[config.mk]
export PLATFORM = sky130hd
export DESIGN_NAME = key_event_arb
export DESIGN_NICKNAME = d
export VERILOG_FILES = /design/src/rtl/key_event_arb.sv
export SDC_FILE = /design/constraint.sdc
export NUM_CORES = 1
export LEC_CHECK = 0
export BUFFER_PORTS_ARGS = -buffer_cell sky130_fd_sc_hd__buf_2
export CAP_MARGIN = 20
export CORE_ASPECT_RATIO = 0.7
export CORE_MARGIN = 8
export CORE_UTILIZATION = 51
export CTS_CLUSTER_DIAMETER = 80
export DETAILED_ROUTE_END_ITERATION = 12
export PLACE_DENSITY_LB_ADDON = 0.25
export SLEW_MARGIN = 20
export SYNTH_ARGS = -nofsm -noshare
export SYNTH_HDL_FRONTEND = slang
export SYNTH_SLANG_ARGS = --single-unit
[constraint.sdc]
create_clock -name clk50m -period 2.75 [get_ports clk50m]
set_input_delay 0.275 -clock clk50m [delete_from_list [all_inputs] [get_ports clk50m]]
set_output_delay 0.275 -clock clk50m [all_outputs]
set_load 0.005 [all_outputs]
[src/rtl/key_event_arb.sv]
// key_event_arb
// Serialises single-cycle press/release pulses from N debounced switches into
// one ordered event stream. Each source owns a one-entry pending slot; a
// round-robin arbiter moves one pending slot per cycle into a small event
// FIFO whose head sits in output flops.
//
// Optional feature macro: KEY_EVT_RELEASE_EN
//   defined   : sw_lo pulses are captured and reported with evt_press = 0
//   undefined : sw_lo is ignored, no type bit is stored, evt_press is tied 1
//
// Handshake: an event transfers on a rising clk50m edge where evt_valid and
// evt_ready are both high; while evt_valid is high and evt_ready is low the
// head (evt_id, evt_press) holds still, and evt_valid never drops without a
// transfer. evt_valid does not depend combinationally on evt_ready.

module key_event_arb #(
    parameter int N     = 4,
    parameter int DEPTH = 4,
    parameter int IDW   = $clog2(N)
) (
    input  logic           rst_n,
    input  logic           clk50m,
    input  logic [N-1:0]   sw_hi,
    input  logic [N-1:0]   sw_lo,
    output logic           evt_valid,
    input  logic           evt_ready,
    output logic [IDW-1:0] evt_id,
    output logic           evt_press,
    output logic           ovf,
    input  logic           ovf_clr
);

    localparam int AW = $clog2(DEPTH);
    localparam int CW = AW + 1;

    // ------------------------------------------------------------------
    // State
    // ------------------------------------------------------------------
    // Per-source pending slots
    logic [N-1:0]   pend_v_q, pend_v_d;
`ifdef KEY_EVT_RELEASE_EN
    logic [N-1:0]   pend_t_q, pend_t_d;
`endif

    // Round-robin search start
    logic [IDW-1:0] rr_ptr_q, rr_ptr_d;

    // FIFO body behind the head register. The head holds one event, so the
    // body never holds more than DEPTH-1; it is sized DEPTH to keep the
    // pointers power-of-two wrapping.
    logic [IDW-1:0] mem_id_q [DEPTH];
`ifdef KEY_EVT_RELEASE_EN
    logic           mem_t_q  [DEPTH];
`endif
    logic [AW-1:0]  wr_ptr_q, wr_ptr_d;
    logic [AW-1:0]  rd_ptr_q, rd_ptr_d;
    logic [CW-1:0]  mem_cnt_q, mem_cnt_d;

    // Head of FIFO, driven straight onto the outputs
    logic           evt_valid_q, evt_valid_d;
    logic [IDW-1:0] evt_id_q, evt_id_d;
`ifdef KEY_EVT_RELEASE_EN
    logic           evt_press_q, evt_press_d;
`endif

    logic           ovf_q, ovf_d;

    // ------------------------------------------------------------------
    // Combinational signals
    // ------------------------------------------------------------------
    logic [N-1:0]   pulse;
    logic [CW-1:0]  occ;
    logic           fifo_full;
    logic           grant;
    logic [IDW-1:0] gnt_idx;
    logic           gnt_t;
    logic           drop;
    logic           refill;
    logic           mem_empty;
    logic           mem_pop;
    logic           mem_push;
    logic           bypass;

    // Which sources raised a pulse this cycle (releases only when enabled)
`ifdef KEY_EVT_RELEASE_EN
    assign pulse = sw_hi | sw_lo;
`else
    assign pulse = sw_hi;
    // sw_lo has no function in this build
    logic unused_sw_lo;
    assign unused_sw_lo = ^sw_lo;
`endif

    // Total events held (head + body). The grant decision uses this
    // registered count, so a pop does not free space in the same cycle.
    assign occ       = mem_cnt_q + CW'(evt_valid_q);
    assign fifo_full = (occ == CW'(DEPTH));

    // Round-robin arbiter: first pending slot at or after rr_ptr, wrapping
    always_comb begin
        int             j;
        logic [IDW-1:0] idx;
        grant   = 1'b0;
        gnt_idx = '0;
        j       = 0;
        idx     = '0;
        if (!fifo_full) begin
            for (int k = 0; k < N; k++) begin
                j = int'(rr_ptr_q) + k;
                if (j >= N) begin
                    j = j - N;
                end
                idx = IDW'(j);
                if (!grant && pend_v_q[idx]) begin
                    grant   = 1'b1;
                    gnt_idx = idx;
                end
            end
        end
    end

    // Type of the granted event
`ifdef KEY_EVT_RELEASE_EN
    assign gnt_t = pend_t_q[gnt_idx];
`else
    assign gnt_t = 1'b1;
`endif

    // Pointer moves one past the winner; unchanged when nothing is granted
    always_comb begin
        rr_ptr_d = rr_ptr_q;
        if (grant) begin
            if (gnt_idx == IDW'(N - 1)) begin
                rr_ptr_d = '0;
            end else begin
                rr_ptr_d = gnt_idx + 1'b1;
            end
        end
    end

    // Slot update: a pulse loads a free slot or one being granted now;
    // a pulse into a slot that stays occupied is lost and flagged
    always_comb begin
        logic granted;
        pend_v_d = pend_v_q;
`ifdef KEY_EVT_RELEASE_EN
        pend_t_d = pend_t_q;
`endif
        drop     = 1'b0;
        granted  = 1'b0;
        for (int i = 0; i < N; i++) begin
            granted = grant && (gnt_idx == IDW'(i));
            if (pulse[i]) begin
                if (!pend_v_q[i] || granted) begin
                    pend_v_d[i] = 1'b1;
`ifdef KEY_EVT_RELEASE_EN
                    pend_t_d[i] = sw_hi[i];
`endif
                end else begin
                    drop = 1'b1;
                end
            end else if (granted) begin
                pend_v_d[i] = 1'b0;
            end
        end
    end

    // Sticky overflow; a new loss wins over a simultaneous clear
    always_comb begin
        ovf_d = ovf_q;
        if (drop) begin
            ovf_d = 1'b1;
        end else if (ovf_clr) begin
            ovf_d = 1'b0;
        end
    end

    // FIFO control: the head refills when empty or being consumed, taking
    // the oldest body entry, or the granted event directly when the body
    // is empty (this is what gives the 2-clock pulse-to-valid latency)
    assign refill    = !evt_valid_q || evt_ready;
    assign mem_empty = (mem_cnt_q == '0);
    assign mem_pop   = refill && !mem_empty;
    assign bypass    = refill && mem_empty && grant;
    assign mem_push  = grant && !bypass;

    // Next head contents and body bookkeeping
    always_comb begin
        evt_valid_d = evt_valid_q;
        evt_id_d    = evt_id_q;
`ifdef KEY_EVT_RELEASE_EN
        evt_press_d = evt_press_q;
`endif
        if (refill) begin
            evt_valid_d = !mem_empty || grant;
            if (mem_pop) begin
                evt_id_d    = mem_id_q[rd_ptr_q];
`ifdef KEY_EVT_RELEASE_EN
                evt_press_d = mem_t_q[rd_ptr_q];
`endif
            end else if (bypass) begin
                evt_id_d    = gnt_idx;
`ifdef KEY_EVT_RELEASE_EN
                evt_press_d = gnt_t;
`endif
            end
        end
        wr_ptr_d  = mem_push ? wr_ptr_q + 1'b1 : wr_ptr_q;
        rd_ptr_d  = mem_pop  ? rd_ptr_q + 1'b1 : rd_ptr_q;
        mem_cnt_d = mem_cnt_q + CW'(mem_push) - CW'(mem_pop);
    end

`ifndef KEY_EVT_RELEASE_EN
    // Type bit is constant in the press-only build
    logic unused_gnt_t;
    assign unused_gnt_t = gnt_t;
`endif

    // Control state; reset drops every pending and queued event at once
    always_ff @(posedge clk50m or negedge rst_n) begin
        if (!rst_n) begin
            pend_v_q    <= '0;
`ifdef KEY_EVT_RELEASE_EN
            pend_t_q    <= '0;
            evt_press_q <= 1'b0;
`endif
            rr_ptr_q    <= '0;
            wr_ptr_q    <= '0;
            rd_ptr_q    <= '0;
            mem_cnt_q   <= '0;
            evt_valid_q <= 1'b0;
            evt_id_q    <= '0;
            ovf_q       <= 1'b0;
        end else begin
            pend_v_q    <= pend_v_d;
`ifdef KEY_EVT_RELEASE_EN
            pend_t_q    <= pend_t_d;
            evt_press_q <= evt_press_d;
`endif
            rr_ptr_q    <= rr_ptr_d;
            wr_ptr_q    <= wr_ptr_d;
            rd_ptr_q    <= rd_ptr_d;
            mem_cnt_q   <= mem_cnt_d;
            evt_valid_q <= evt_valid_d;
            evt_id_q    <= evt_id_d;
            ovf_q       <= ovf_d;
        end
    end

    // FIFO body storage; contents are only meaningful below mem_cnt_q
    always_ff @(posedge clk50m) begin
        if (mem_push) begin
            mem_id_q[wr_ptr_q] <= gnt_idx;
`ifdef KEY_EVT_RELEASE_EN
            mem_t_q[wr_ptr_q]  <= gnt_t;
`endif
        end
    end

    assign evt_valid = evt_valid_q;
    assign evt_id    = evt_id_q;
    assign ovf       = ovf_q;
`ifdef KEY_EVT_RELEASE_EN
    assign evt_press = evt_press_q;
`else
    assign evt_press = 1'b1;
`endif

endmodule

==> out/summary.md, run 1 <==
Routing
- 0 — residual antenna-violating net count after detailed routing
- 941 — total via count in the routed design
- 2.61 mm — wire length reported by the detailed router
- 0 — remaining design rule violation count
- 14.9 um — wire per inst
- 5 — Detailed Routing Iterations Pass 1
- 5.38 — Via-to-Cell Ratio
- 50 — drt first-iter violations

GRT
- 18 — maximum number of pins on one net before global-route repair
- 4.47 mm — wire length of the first global-routing pass
- 12.2% — overall global routing resource usage
- 923 — number of global-route vias before repair
- 0 — leftover overflow at the end of global routing
- 0 — initial antenna violation count

Setup path
- flop — type of destination of the critical path
- flop to flop — critical path class
- 0.39 ns — slowest stage delay, CP
- 2 — Worst Path Max Fanout
- sky130_fd_sc_hd__ha_1 — Most common cell on crit path
- flop — crit start category
- adder cells — Crit path max-delay family
- 3 — total buffers and inverters traversed by the critical path
- 2.81 ns — critical path arrival
- ha_1 > ha_1 > or2_4 > o21ai_4 > nor2_2 > inv_1 > ha_1 > inv_1 > ha_1 > inv_1 > fa_1 > xnor2_1 > xnor2_1 — worst path cell trace
- 2.94 ns — data required time of the worst path
- sky130_fd_sc_hd__dfrtp_1 — CP max-delay cell

Pwr
- 0.000705 uW — leakage power
- 1360 nW/um^2 — total power density per cell area
- 2180 uW — total power of the final layout
- 0.698 mV — VDD IR-drop max

Layout
- 165 — Total Nets Final
- 672 um^2 — footprint of the multi-input gates
- 666 um^2 — footprint of the flip-flops and latches
- 219 — count of fill cells added during filler insertion
- 0 — Antenna diodes
- 15.0% — P&R area growth vs syn
- 1610 um^2 — final cell area excluding filler cells
- 59.4% — utilization after layout
- 25.9% — layout cells sized above 1

Logic synthesis
- 142 — post-synthesis net count
- sky130_fd_sc_hd__dfrtp_1 (17), sky130_fd_sc_hd__ha_1 (12), sky130_fd_sc_hd__inv_1 (12) — most frequent cells after synthesis
- 1400 um^2 — post-synthesis instance area
- sky130_fd_sc_hd__dfrtp_1 — most area-hungry cell type in the Yosys netlist
- 47.7% — Seq/Total Area, Yosys
- 39 — unique cell type count in the Yosys netlist
- 25 — total of flip-flops plus latches after synthesis
- sky130_fd_sc_hd__dfrtp_1 — most instantiated library cell after synthesis
- 0 — Yosys warning total
- sky130_fd_sc_hd__dfrtp_1 — top flip-flop cell by instance count after synthesis
- 68.0% — fraction of registers with async set/reset
- 11.9 um^2 — average size of a mapped cell
- sky130_fd_sc_hd__dfrtp_1 (30%), sky130_fd_sc_hd__edfxtp_1 (17%), sky130_fd_sc_hd__ha_1 (11%) — largest cells by area after synthesis
- 117 — Gate Count Post-Synth
- 30.5% — fraction of synthesized cell area taken by the top area cell type
- 8 — number of synthesized flops with an enable pin

Placement
- 1520 um^2 — Placed Instance Area
- 11 — PortBufs
- 0.756 — Final Wtd Congestion
- 0.0378 ns — post-placement worst setup slack
- 2.00 mm — post-detailed-placement half-perimeter wirelength

Clock tree
- 0.27 ns — insertion delay of the later-clocked pin in the worst-skew pair
- sky130_fd_sc_hd__clkbuf_8 — Clock Tree Root
- 2 — worst-case clock buffer depth
- 25 — CTS sink cnt
- 3 — number of buffers added by the clock tree synthesis step
- 1 — htree depth
- 0.08 ns — clock transition at the registers of the reported paths
- done — clock tree from TritonCTS

Job
- 0 — Max-Cap Viols

Die
- 4700 um^2 — die area
- 59.8 um — vertical extent of the die
- 51.7% — Initial Utilization
- 16 — standard-cell rows
- 78.5 um — overall die width
- 2700 um^2 — core footprint
- 17 — number of I/O pins

STA
- 0.00216 ns — Fin Clk Skew
- 0 — Fin. Hold Viols
- 0 — final number of setup-violating endpoints
- 0.200 ns — final hold slack
- 2.62 ns — shortest clock period the worst path allows after layout
- yes — unrepaired setup endpoints after global routing
- 0 — final number of max-transition violations
- 0.130 ns — slack of the critical path
- 95.3% — period utilization
- 382 MHz — maximum clock frequency

Worst hold path
- primary input to flop — type of the worst min-delay path

Run status
- finished, final reports clean — outcome

==> registers in the layout (all words and copies together), names as in the netlist <==
name / cells
mem_id_q: 8
pend_v_q: 4
mem_cnt_q: 3
evt_id: 2
rd_ptr_q: 2
rr_ptr_q: 2
wr_ptr_q: 2
evt_valid: 1
ovf: 1
==> stage by stage <==
step           instances  setup TNS (ns)
3_5_place_dp         166               0
4_1_cts              171               0
2_1_floorplan        117               0
6_report             175               0
3_3_place_gp         166               0
5_1_grt              175         -0.0351
==> cell type report <==
class	instances	share of cell area [%]
Clock buffer	4	2.81
Timing Repair Buffer	21	8.26
Multi-Input combinational cell	77	41.9
Inverter	12	2.81
Sequential cell	25	41.5
Tap cell	36	2.81
==> path summary, 6_finish.rpt <==
kind	start	endpoint	slack [ns]	cells past startpoint
worst max-delay path	evt_valid$_DFFE_PN0P_	mem_cnt_q[2]$_DFF_PN0_	0.13	13
worst min-delay path	sw_hi[2]	pend_v_q[2]$_DFFE_PN0P_	0.20	2
worst max register to register	evt_valid$_DFFE_PN0P_	mem_cnt_q[2]$_DFF_PN0_	0.13	13
worst min register to register	ovf$_DFFE_PN0P_	ovf$_DFFE_PN0P_	0.51	2
max in group asynchronous	rst_n	rd_ptr_q[0]$_DFFE_PN0P_	2.04	2
min in group asynchronous	rst_n	pend_v_q[0]$_DFFE_PN0P_	0.44	2
==> per-layer routing <==
metal | vias to the layer above | wire (um) | track usage [%]
met5 | - | 0 | 0
met4 | 0 | 20 | 3.15
met3 | 4 | 133 | 4.05
met2 | 22 | 1230 | 20.2
met1 | 461 | 1230 | 15.1
li1 | 454 | - | -
==> cells by family (layout without fill, tap and decap cells) <==
kind of cell,Yosys count,in the layout,share of synthesized area [%]
simple gates,31,31,13.4
flops,25,25,47.7
compound gates,21,21,11.4
buf+inv,15,37,4.39
fa+ha+maj,13,13,12.2
xor+xnor,6,6,5.11
mux,5,5,5.56
other cells,1,1,0.269
==> timing repair <==
action,CTS,global route
setup buffers,0,4
endpoints found under the setup margin,0,4
hold endpoints to repair,17,0
hold buffers,1,0
gates resized for setup,0,2
==> power breakdown <==
| group | switching, uW | leakage [uW] | internal, uW |
|---|---|---|---|
| sequential | 176 | 0.000262 | 626 |
| clock | 109 | 0.0000228 | 104 |
| combinational | 555 | 0.000420 | 607 |
==> cells in the final DEF, fill, tap and decap left out, drive strengths merged <==
| cell type | instances |
|---|---|
| buf | 20 |
| dfrtp | 17 |
| ha | 12 |
| inv | 12 |
| edfxtp | 8 |
| o21ai | 6 |
| nand2 | 5 |
| xnor2 | 5 |
| and2 | 4 |
| a21o | 4 |
| nand3 | 4 |
| nor2 | 4 |
| clkbuf | 4 |
| a32oi | 3 |
| o211ai | 3 |
| nand2b | 2 |
| a21oi | 2 |
| nor4bb | 2 |
| nor2b | 2 |
| or4 | 2 |
| mux2 | 2 |
| mux4 | 2 |
| or2 | 2 |
| a221oi | 1 |
| nand3b | 1 |
| o21bai | 1 |
| nor3 | 1 |
| nor3b | 1 |
| mux2i | 1 |
| nand4 | 1 |
| a21boi | 1 |
| xor2 | 1 |
| fa | 1 |
| conb | 1 |
| dlygate4sd3 | 1 |
Note: power is estimated with default switching activity, not from simulation.
==> run 2: changes to the inputs <==
--- a/config.mk
+++ b/config.mk
@@ -5,13 +5,15 @@
 export SDC_FILE = /design/constraint.sdc
 export NUM_CORES = 1
 export LEC_CHECK = 0
+export ABC_AREA = 1
 export BUFFER_PORTS_ARGS = -buffer_cell sky130_fd_sc_hd__buf_2
 export CAP_MARGIN = 20
 export CORE_ASPECT_RATIO = 0.7
 export CORE_MARGIN = 8
-export CORE_UTILIZATION = 51
+export CORE_UTILIZATION = 52
 export CTS_CLUSTER_DIAMETER = 80
 export DETAILED_ROUTE_END_ITERATION = 12
+export GPL_ROUTABILITY_DRIVEN = 0
 export PLACE_DENSITY_LB_ADDON = 0.25
 export SLEW_MARGIN = 20
 export SYNTH_ARGS = -nofsm -noshare
==> run 2 against run 1 <==
Against the previous run:
- design area rose by 9.3%
- synthesized cell count rose by 59%
- via count rose by 27%
- critical endpoint unchanged
- highest routed layer is now met3
==> out/summary.md, run 2 <==
Layout
- 20.3% — layout cells sized above 1, -5.6 points
- 228 — Total Nets Final, +38%
- 61.3% — utilization after layout, +1.9 points
- 260 — count of fill cells added during filler insertion, +19%
- 667 um^2 — footprint of the flip-flops and latches, +0.19%
- mem_id_q — largest reg by FF count
- sky130_fd_sc_hd__nand2_1 — most frequent standard cell in the layout excluding fill and tap cells
- sky130_fd_sc_hd__nand2_1 (43), sky130_fd_sc_hd__inv_1 (29), sky130_fd_sc_hd__dfrtp_1 (16) — most frequent cells in the layout
- 9.79% — P&R area growth vs syn
- 0 — Antenna diodes, unchanged
- mem_id_q (8), pend_v_q (4), mem_cnt_q (3) — largest registers
- 8 — flip-flop count of the largest register after layout, unchanged
- 783 um^2 — footprint of the multi-input gates, +17%

Clock tree
- 0 — postcts setup bufs, unchanged
- done — clock tree from TritonCTS
- sky130_fd_sc_hd__clkbuf_8 — Clock Tree Root
- 25 — CTS sink cnt, unchanged
- 0.27 ns — insertion delay of the later-clocked pin in the worst-skew pair, about the same
- 1 — htree depth, unchanged
- 0.09 ns — clock transition at the registers of the reported paths, about the same
- 3 — number of buffers added by the clock tree synthesis step, unchanged
- 2 — worst-case clock buffer depth, unchanged

GRT
- met2 — most used routing layer in global routing
- 12.6% — overall global routing resource usage, +0.37 points
- 18 — maximum number of pins on one net before global-route repair, unchanged
- 17.8% — GRT met1 Usage, +2.7 points
- 5.24 mm — wire length of the first global-routing pass, +17%
- 18.4% — met2 track demand over resource in global routing, -1.8 points
- 0 — initial antenna violation count, unchanged
- 3.45% — GRT met3 Usage, -0.61 points
- 1168 — number of global-route vias before repair, +27%
- 0 — leftover overflow at the end of global routing, unchanged

Logic synthesis
- sky130_fd_sc_hd__nand2_1 — most instantiated library cell after synthesis
- sky130_fd_sc_hd__dfrtp_1 — most area-hungry cell type in the Yosys netlist
- 32 — unique cell type count in the Yosys netlist, -18%
- 8 — number of synthesized flops with an enable pin, unchanged
- 211 — post-synthesis net count, +49%
- 186 — Gate Count Post-Synth, +59%
- sky130_fd_sc_hd__dfrtp_1 (27%), sky130_fd_sc_hd__edfxtp_1 (15%), sky130_fd_sc_hd__nand2_1 (10%) — largest cells by area after synthesis
- 68.0% — fraction of registers with async set/reset, unchanged
- sky130_fd_sc_hd__nand2_1 (43), sky130_fd_sc_hd__inv_1 (29), sky130_fd_sc_hd__dfrtp_1 (17) — most frequent cells after synthesis
- 0 — Yosys warning total, unchanged
- 8.59 um^2 — average size of a mapped cell, -28%
- 1600 um^2 — post-synthesis instance area, +14%
- 41.7% — Seq/Total Area, Yosys, -6.0 points
- sky130_fd_sc_hd__dfrtp_1 — top flip-flop cell by instance count after synthesis
- 25 — total of flip-flops plus latches after synthesis, unchanged
- 26.6% — fraction of synthesized cell area taken by the top area cell type, -3.8 points

Setup path
- flop — crit start category
- 2.71 ns — critical path arrival, -0.10 ns
- flop — type of destination of the critical path
- 10 — Worst Path Max Fanout, +8
- 2.92 ns — data required time of the worst path, -0.02 ns
- flop to flop — critical path class

Die
- 55.8% — Initial Utilization, +4.1 points
- 2860 um^2 — core footprint, +5.9%
- 82.3 um — overall die width, +4.7%
- 62.4 um — vertical extent of the die, +4.3%
- 16 — standard-cell rows, unchanged
- 5130 um^2 — die area, +9.3%
- 17 — number of I/O pins, unchanged

STA
- no — unrepaired setup endpoints after global routing
- 0 — final number of setup-violating endpoints, unchanged
- 393 MHz — maximum clock frequency, +3.0%
- 0 — final number of max-transition violations, unchanged
- 92.5% — period utilization, -2.8 points
- 0.00175 ns — Fin Clk Skew, -0.000412 ns
- 0 ns — setup TNS, unchanged
- 0 — Fin. Hold Viols, unchanged
- 2.54 ns — shortest clock period the worst path allows after layout, -0.0773 ns

Routing
- 12.6 um — wire per inst, -16%
- 110 — drt first-iter violations, +120%
- 5.04 — Via-to-Cell Ratio, -6.3%
- 4 — Detailed Routing Iterations Pass 1, -1
- 1199 — total via count in the routed design, +27%
- 0 — remaining design rule violation count, unchanged
- 2.99 mm — wire length reported by the detailed router, +15%
- 0 — residual antenna-violating net count after detailed routing, unchanged

Job
- 0 — Max-Cap Viols, unchanged

Placement
- 11 — PortBufs, unchanged
- 2.40 mm — post-detailed-placement half-perimeter wirelength, +20%

Run status
- finished, final reports clean — outcome

Worst hold path
- primary input to flop — type of the worst min-delay path

==> run 2: cell count changes after synthesis, sizes merged, moves of 3 or more <==
| cell | change |
|---|---|
| nor2 | +13 |
| nand3 | +13 |
| xnor2 | -3 |
| and2 | -4 |
| a32oi | -3 |
| inv | +20 |
| o21ai | +4 |
| nand2 | +49 |
| o211ai | -3 |
==> run 2: cell families after synthesis <==
kind of cell | after synthesis | synth area share, %
other cells | 1 | 0.235
xor+xnor | 5 | 3.21
buf+inv | 34 | 9.32
flops | 25 | 41.7
simple gates | 89 | 27.3
compound gates | 19 | 7.67
fa+ha+maj | 13 | 10.6
==> run 2: layer usage <==
layer  wire length, um  vias up
met3               203        0
met2              1400       34
met1              1390      552
met4                 0        0
li1                  -      613
met5                 0        -
==> run 2: repair_timing <==
action / in CTS / in global routing
setup endpoints to repair: 0 / 2
hold endpoints to repair: 17 / 0
resized for setup: 0 / 1
hold buffers: 1 / 0
==> run 2: metrics by stage <==
stage	hold WS, ns	instances	instance area [um^2]	setup slack, ns
global route	0.183	238	1750	0.0286
CTS	0.183	238	1750	0.130
finish	0.188	238	1750	0.207
global placement	0.220	233	1690	0.223
detailed placement	0.226	233	1690	0.143
floorplan	-0.0206	186	1600	0.356
==> run 2: worst max-delay path, cell delays in order (launching register included) <==
cell and delay, ns:
sky130_fd_sc_hd__dfrtp_2 0.50, sky130_fd_sc_hd__inv_6 0.12, sky130_fd_sc_hd__nand2_2 0.06, sky130_fd_sc_hd__nand3_1 0.09, sky130_fd_sc_hd__nand2_1 0.11, sky130_fd_sc_hd__nor2_4 0.18, sky130_fd_sc_hd__nand3_4 0.14, sky130_fd_sc_hd__nand2_4 0.13
sky130_fd_sc_hd__inv_6 0.06, sky130_fd_sc_hd__nand2_8 0.08, sky130_fd_sc_hd__ha_1 0.23, sky130_fd_sc_hd__inv_1 0.05, sky130_fd_sc_hd__ha_1 0.13, sky130_fd_sc_hd__inv_1 0.05, sky130_fd_sc_hd__fa_1 0.38, sky130_fd_sc_hd__xnor2_1 0.13
==> run 2: worst paths after layout <==
| check | startpoint | end | slack (ns) | depth (start not counted) |
|---|---|---|---|---|
| worst max register to register | rr_ptr_q[0]$_DFFE_PN0P_ | mem_cnt_q[2]$_DFF_PN0_ | 0.21 | 15 |
| min in group asynchronous | rst_n | evt_id[0]$_DFFE_PN0P_ | 0.46 | 2 |
| worst max-delay path | rr_ptr_q[0]$_DFFE_PN0P_ | mem_cnt_q[2]$_DFF_PN0_ | 0.21 | 15 |
| worst min register to register | evt_id[0]$_DFFE_PN0P_ | evt_id[0]$_DFFE_PN0P_ | 0.49 | 2 |
| worst min-delay path | sw_hi[1] | pend_v_q[1]$_DFFE_PN0P_ | 0.19 | 2 |
| max in group asynchronous | rst_n | rr_ptr_q[0]$_DFFE_PN0P_ | 1.99 | 2 |
==> run 2: final cells by class <==
| type | count | area share (%) |
|---|---|---|
| timing repair buffer | 14 | 4.56 |
| multi-input combinational | 127 | 44.7 |
| sequential | 25 | 38.0 |
| clock buffer | 3 | 2.35 |
| clock inverter | 1 | 0.428 |
| inverter | 32 | 7.42 |
| tap | 36 | 2.57 |
Power of run 2 is not shown: default switching activity piles up to over one toggle a cycle in this logic, so the estimate is an artifact.
==> run 3: changes to the inputs <==
==> config.mk (replaced) <==
export PLATFORM = sky130hd
export DESIGN_NAME = key_event_arb
export DESIGN_NICKNAME = d
export VERILOG_FILES = /design/src/rtl/key_event_arb.sv
export SDC_FILE = /design/constraint.sdc
export NUM_CORES = 1
export LEC_CHECK = 0
export ABC_AREA = 1
export CAP_MARGIN = 20
export CORE_ASPECT_RATIO = 1.5
export CORE_MARGIN = 8
export CORE_UTILIZATION = 56
export CTS_CLUSTER_DIAMETER = 80
export DETAILED_ROUTE_END_ITERATION = 12
export DONT_BUFFER_PORTS = 1
export GPL_ROUTABILITY_DRIVEN = 0
export PLACE_DENSITY = 0.77
export SLEW_MARGIN = 20
export SYNTH_ARGS = -nofsm -noshare
export SYNTH_HDL_FRONTEND = slang
export SYNTH_SLANG_ARGS = --single-unit
==> run 3 against run 2 <==
Against the previous run:
- cell count down 4.6%
- core utilization up 1.3 points
- clock-buffer cell count unchanged
- worst hold slack worse by 0.093 ns
- die area down 5.4%
- global-route usage about the same
- design area down 3.5%
- non-clock buffer count down 12
- first-iteration DRC count down 77%
- worst setup slack worse by 0.0031 ns
- via count down 3.4%
- clock skew up 0.0037 ns
- critical endpoint is now mem_cnt_q[1]$_DFF_PN0_
- largest cell class unchanged
- highest routed layer is now met4
==> out/summary.md, run 3 (same netlist as run 2, synthesis figures left out) <==
Worst hold path
- primary input to flop — type of the worst min-delay path

Die
- 17 — number of I/O pins, unchanged
- 2710 um^2 — core footprint, -5.5%
- 59.1% — Initial Utilization, +3.3 points
- 81.4 um — vertical extent of the die, +31%
- 23 — standard-cell rows, +7
- 59.6 um — overall die width, -28%
- 4850 um^2 — die area, -5.4%

Routing
- 0 — remaining design rule violation count, unchanged
- 1158 — total via count in the routed design, -3.4%
- 2.78 mm — wire length reported by the detailed router, -6.9%
- 5.10 — Via-to-Cell Ratio, +1.3%
- 1.57 mm — WL met2, +12%
- 4 — Detailed Routing Iterations Pass 1, unchanged
- met4 — max layer used
- 0 — residual antenna-violating net count after detailed routing, unchanged
- 25 — drt first-iter violations, -77%
- 12.3 um — wire per inst, -2.4%
- 1.09 mm — met1 wire length, -22%
- 78 um — DR WL met3, -62%

Setup path
- flop — crit start category
- mem_cnt_q[1]$_DFF_PN0_ — worst r2r dst
- 0.47 ns — slowest stage delay, CP, -0.03 ns
- mem_cnt_q[1]$_DFF_PN0_ — critical path endpoint
- 8 — Worst Path Max Fanout, -2
- 2.92 ns — data required time of the worst path, about the same
- 0.20 ns — register-to-register setup slack, about the same
- evt_valid$_DFFE_PN0P_ — Critical path origin
- evt_valid$_DFFE_PN0P_ — worst reg2reg path startpoint
- sky130_fd_sc_hd__fa_1 — CP max-delay cell
- ha_1 > ha_1 > nor2_1 > nor2_1 > nand2_1 > nand2_4 > inv_6 > nand2_8 > ha_1 > inv_1 > ha_1 > inv_1 > fa_1 > inv_1 — worst path cell trace
- flop — type of destination of the critical path
- flop to flop — critical path class
- 14 — path depth of the worst reg2reg path, -1
- 2.72 ns — critical path arrival, about the same
- sky130_fd_sc_hd__ha_1 — Most common cell on crit path

Placement
- 0.180 ns — post-placement worst setup slack, +0.0364 ns
- 222 — total placed cells including tap cells, -4.7%
- 0 — PortBufs, -11
- 2.26 mm — post-detailed-placement half-perimeter wirelength, -5.7%

Clock tree
- sky130_fd_sc_hd__clkbuf_8 — Clock Tree Root
- 0 — postcts setup bufs, unchanged
- done — clock tree from TritonCTS
- 2 — worst-case clock buffer depth, unchanged
- 25 — CTS sink cnt, unchanged
- 0.08 ns — clock transition at the registers of the reported paths, about the same
- 0.27 ns — insertion delay of the later-clocked pin in the worst-skew pair, about the same
- 1 — htree depth, unchanged
- 3 — number of buffers added by the clock tree synthesis step, unchanged

Layout
- 0 — Antenna diodes, unchanged
- 216 — Total Nets Final, -5.3%
- 15.3% — layout cells sized above 1, -5.0 points
- 8 — flip-flop count of the largest register after layout, unchanged
- 263 — count of fill cells added during filler insertion, +1.2%
- 5.95% — P&R area growth vs syn
- sky130_fd_sc_hd__nand2_1 (43), sky130_fd_sc_hd__inv_1 (29), sky130_fd_sc_hd__dfrtp_1 (16) — most frequent cells in the layout
- 227 — post-route insts no fill, -4.6%
- 783 um^2 — footprint of the multi-input gates, unchanged
- mem_id_q — largest reg by FF count
- 667 um^2 — footprint of the flip-flops and latches, unchanged
- mem_id_q (8), pend_v_q (4), mem_cnt_q (3) — largest registers
- sky130_fd_sc_hd__nand2_1 — most frequent standard cell in the layout excluding fill and tap cells

STA
- no — unrepaired setup endpoints after global routing
- 0.00549 ns — Fin Clk Skew, +0.00374 ns
- 0 — final number of max-transition violations, unchanged
- 92.6% — period utilization, +0.11 points
- 0 — final number of setup-violating endpoints, unchanged
- 47.2% — relative slew slack
- 0 — Fin. Hold Viols, unchanged
- 2.55 ns — shortest clock period the worst path allows after layout, +0.00309 ns
- 0 ns — setup TNS, unchanged
- 393 MHz — maximum clock frequency, -0.12%
- 0.204 ns — slack of the critical path, -0.00309 ns
- 0.790 ns — slew at the pin with the worst max-slew slack

GRT
- 4.84 mm — wire length of the first global-routing pass, -7.5%
- 12.6% — overall global routing resource usage, +0.015 points
- 0 — initial antenna violation count, unchanged
- 1225 — number of global-route vias before repair, +4.9%
- 18 — maximum number of pins on one net before global-route repair, unchanged
- 0 — leftover overflow at the end of global routing, unchanged

Job
- 0 — Max-Cap Viols, unchanged

Run status
- finished, final reports clean — outcome

run 3: cell count changes in the layout (fill, tap and decap cells not counted):
| cell | before | now |
|---|---|---|
| sky130_fd_sc_hd__buf_4 | 2 | 1 |
| sky130_fd_sc_hd__buf_2 | 11 | 0 |
run 3: area by class of cell:
type	instances	share of cell area, %
clock buffer	3	2.44
multi-input combinational	127	46.3
tap	37	2.73
timing repair buffer	2	1.03
clock inverter	1	0.443
sequential	25	39.4
inverter	32	7.69
run 3: critical path, delay by kind of cell (launching register included):
family	cells	cell delay, ns
adders and majority gates	5	1.28
buffers and inverters	4	0.23
DFF	1	0.42
and+or+nand+nor	5	0.51
run 3: through the flow:
step                area [um^2]  hold WS (ns)  utilization, %
floorplan                  1600       -0.0206               -
global placement           1630       -0.0201            60.4
detailed placement         1630       -0.0202            60.4
CTS                        1690        0.0925            62.5
global route               1690        0.0898            62.6
finish                     1690        0.0953            62.6
run 3: timing repair:
item                                    in CTS  in global routing
gates resized for setup                      0                  1
hold buffers                                 1                  0
hold endpoints to repair                    17                  0
endpoints found under the setup margin       0                  2
run 3: how the worst min path moves through the flow:
stage	start	endpoint	depth (start not counted)
floorplan	rst_n	evt_id[0]$_DFFE_PN0P_	0
global placement	rst_n	mem_cnt_q[2]$_DFF_PN0_	0
detailed placement	rst_n	mem_cnt_q[2]$_DFF_PN0_	0
CTS	sw_hi[0]	pend_v_q[0]$_DFFE_PN0P_	1
global route	sw_hi[0]	pend_v_q[0]$_DFFE_PN0P_	1
finish	sw_hi[0]	pend_v_q[0]$_DFFE_PN0P_	1
run 3: metal layers:
| metal | track usage [%] | vias up |
|---|---|---|
| li1 | - | 589 |
| met1 | 11.7 | 546 |
| met2 | 25.3 | 16 |
| met3 | 2.50 | 7 |
| met4 | 5.28 | 0 |
| met5 | 0 | - |
Power of run 3 is left out for the same reason.
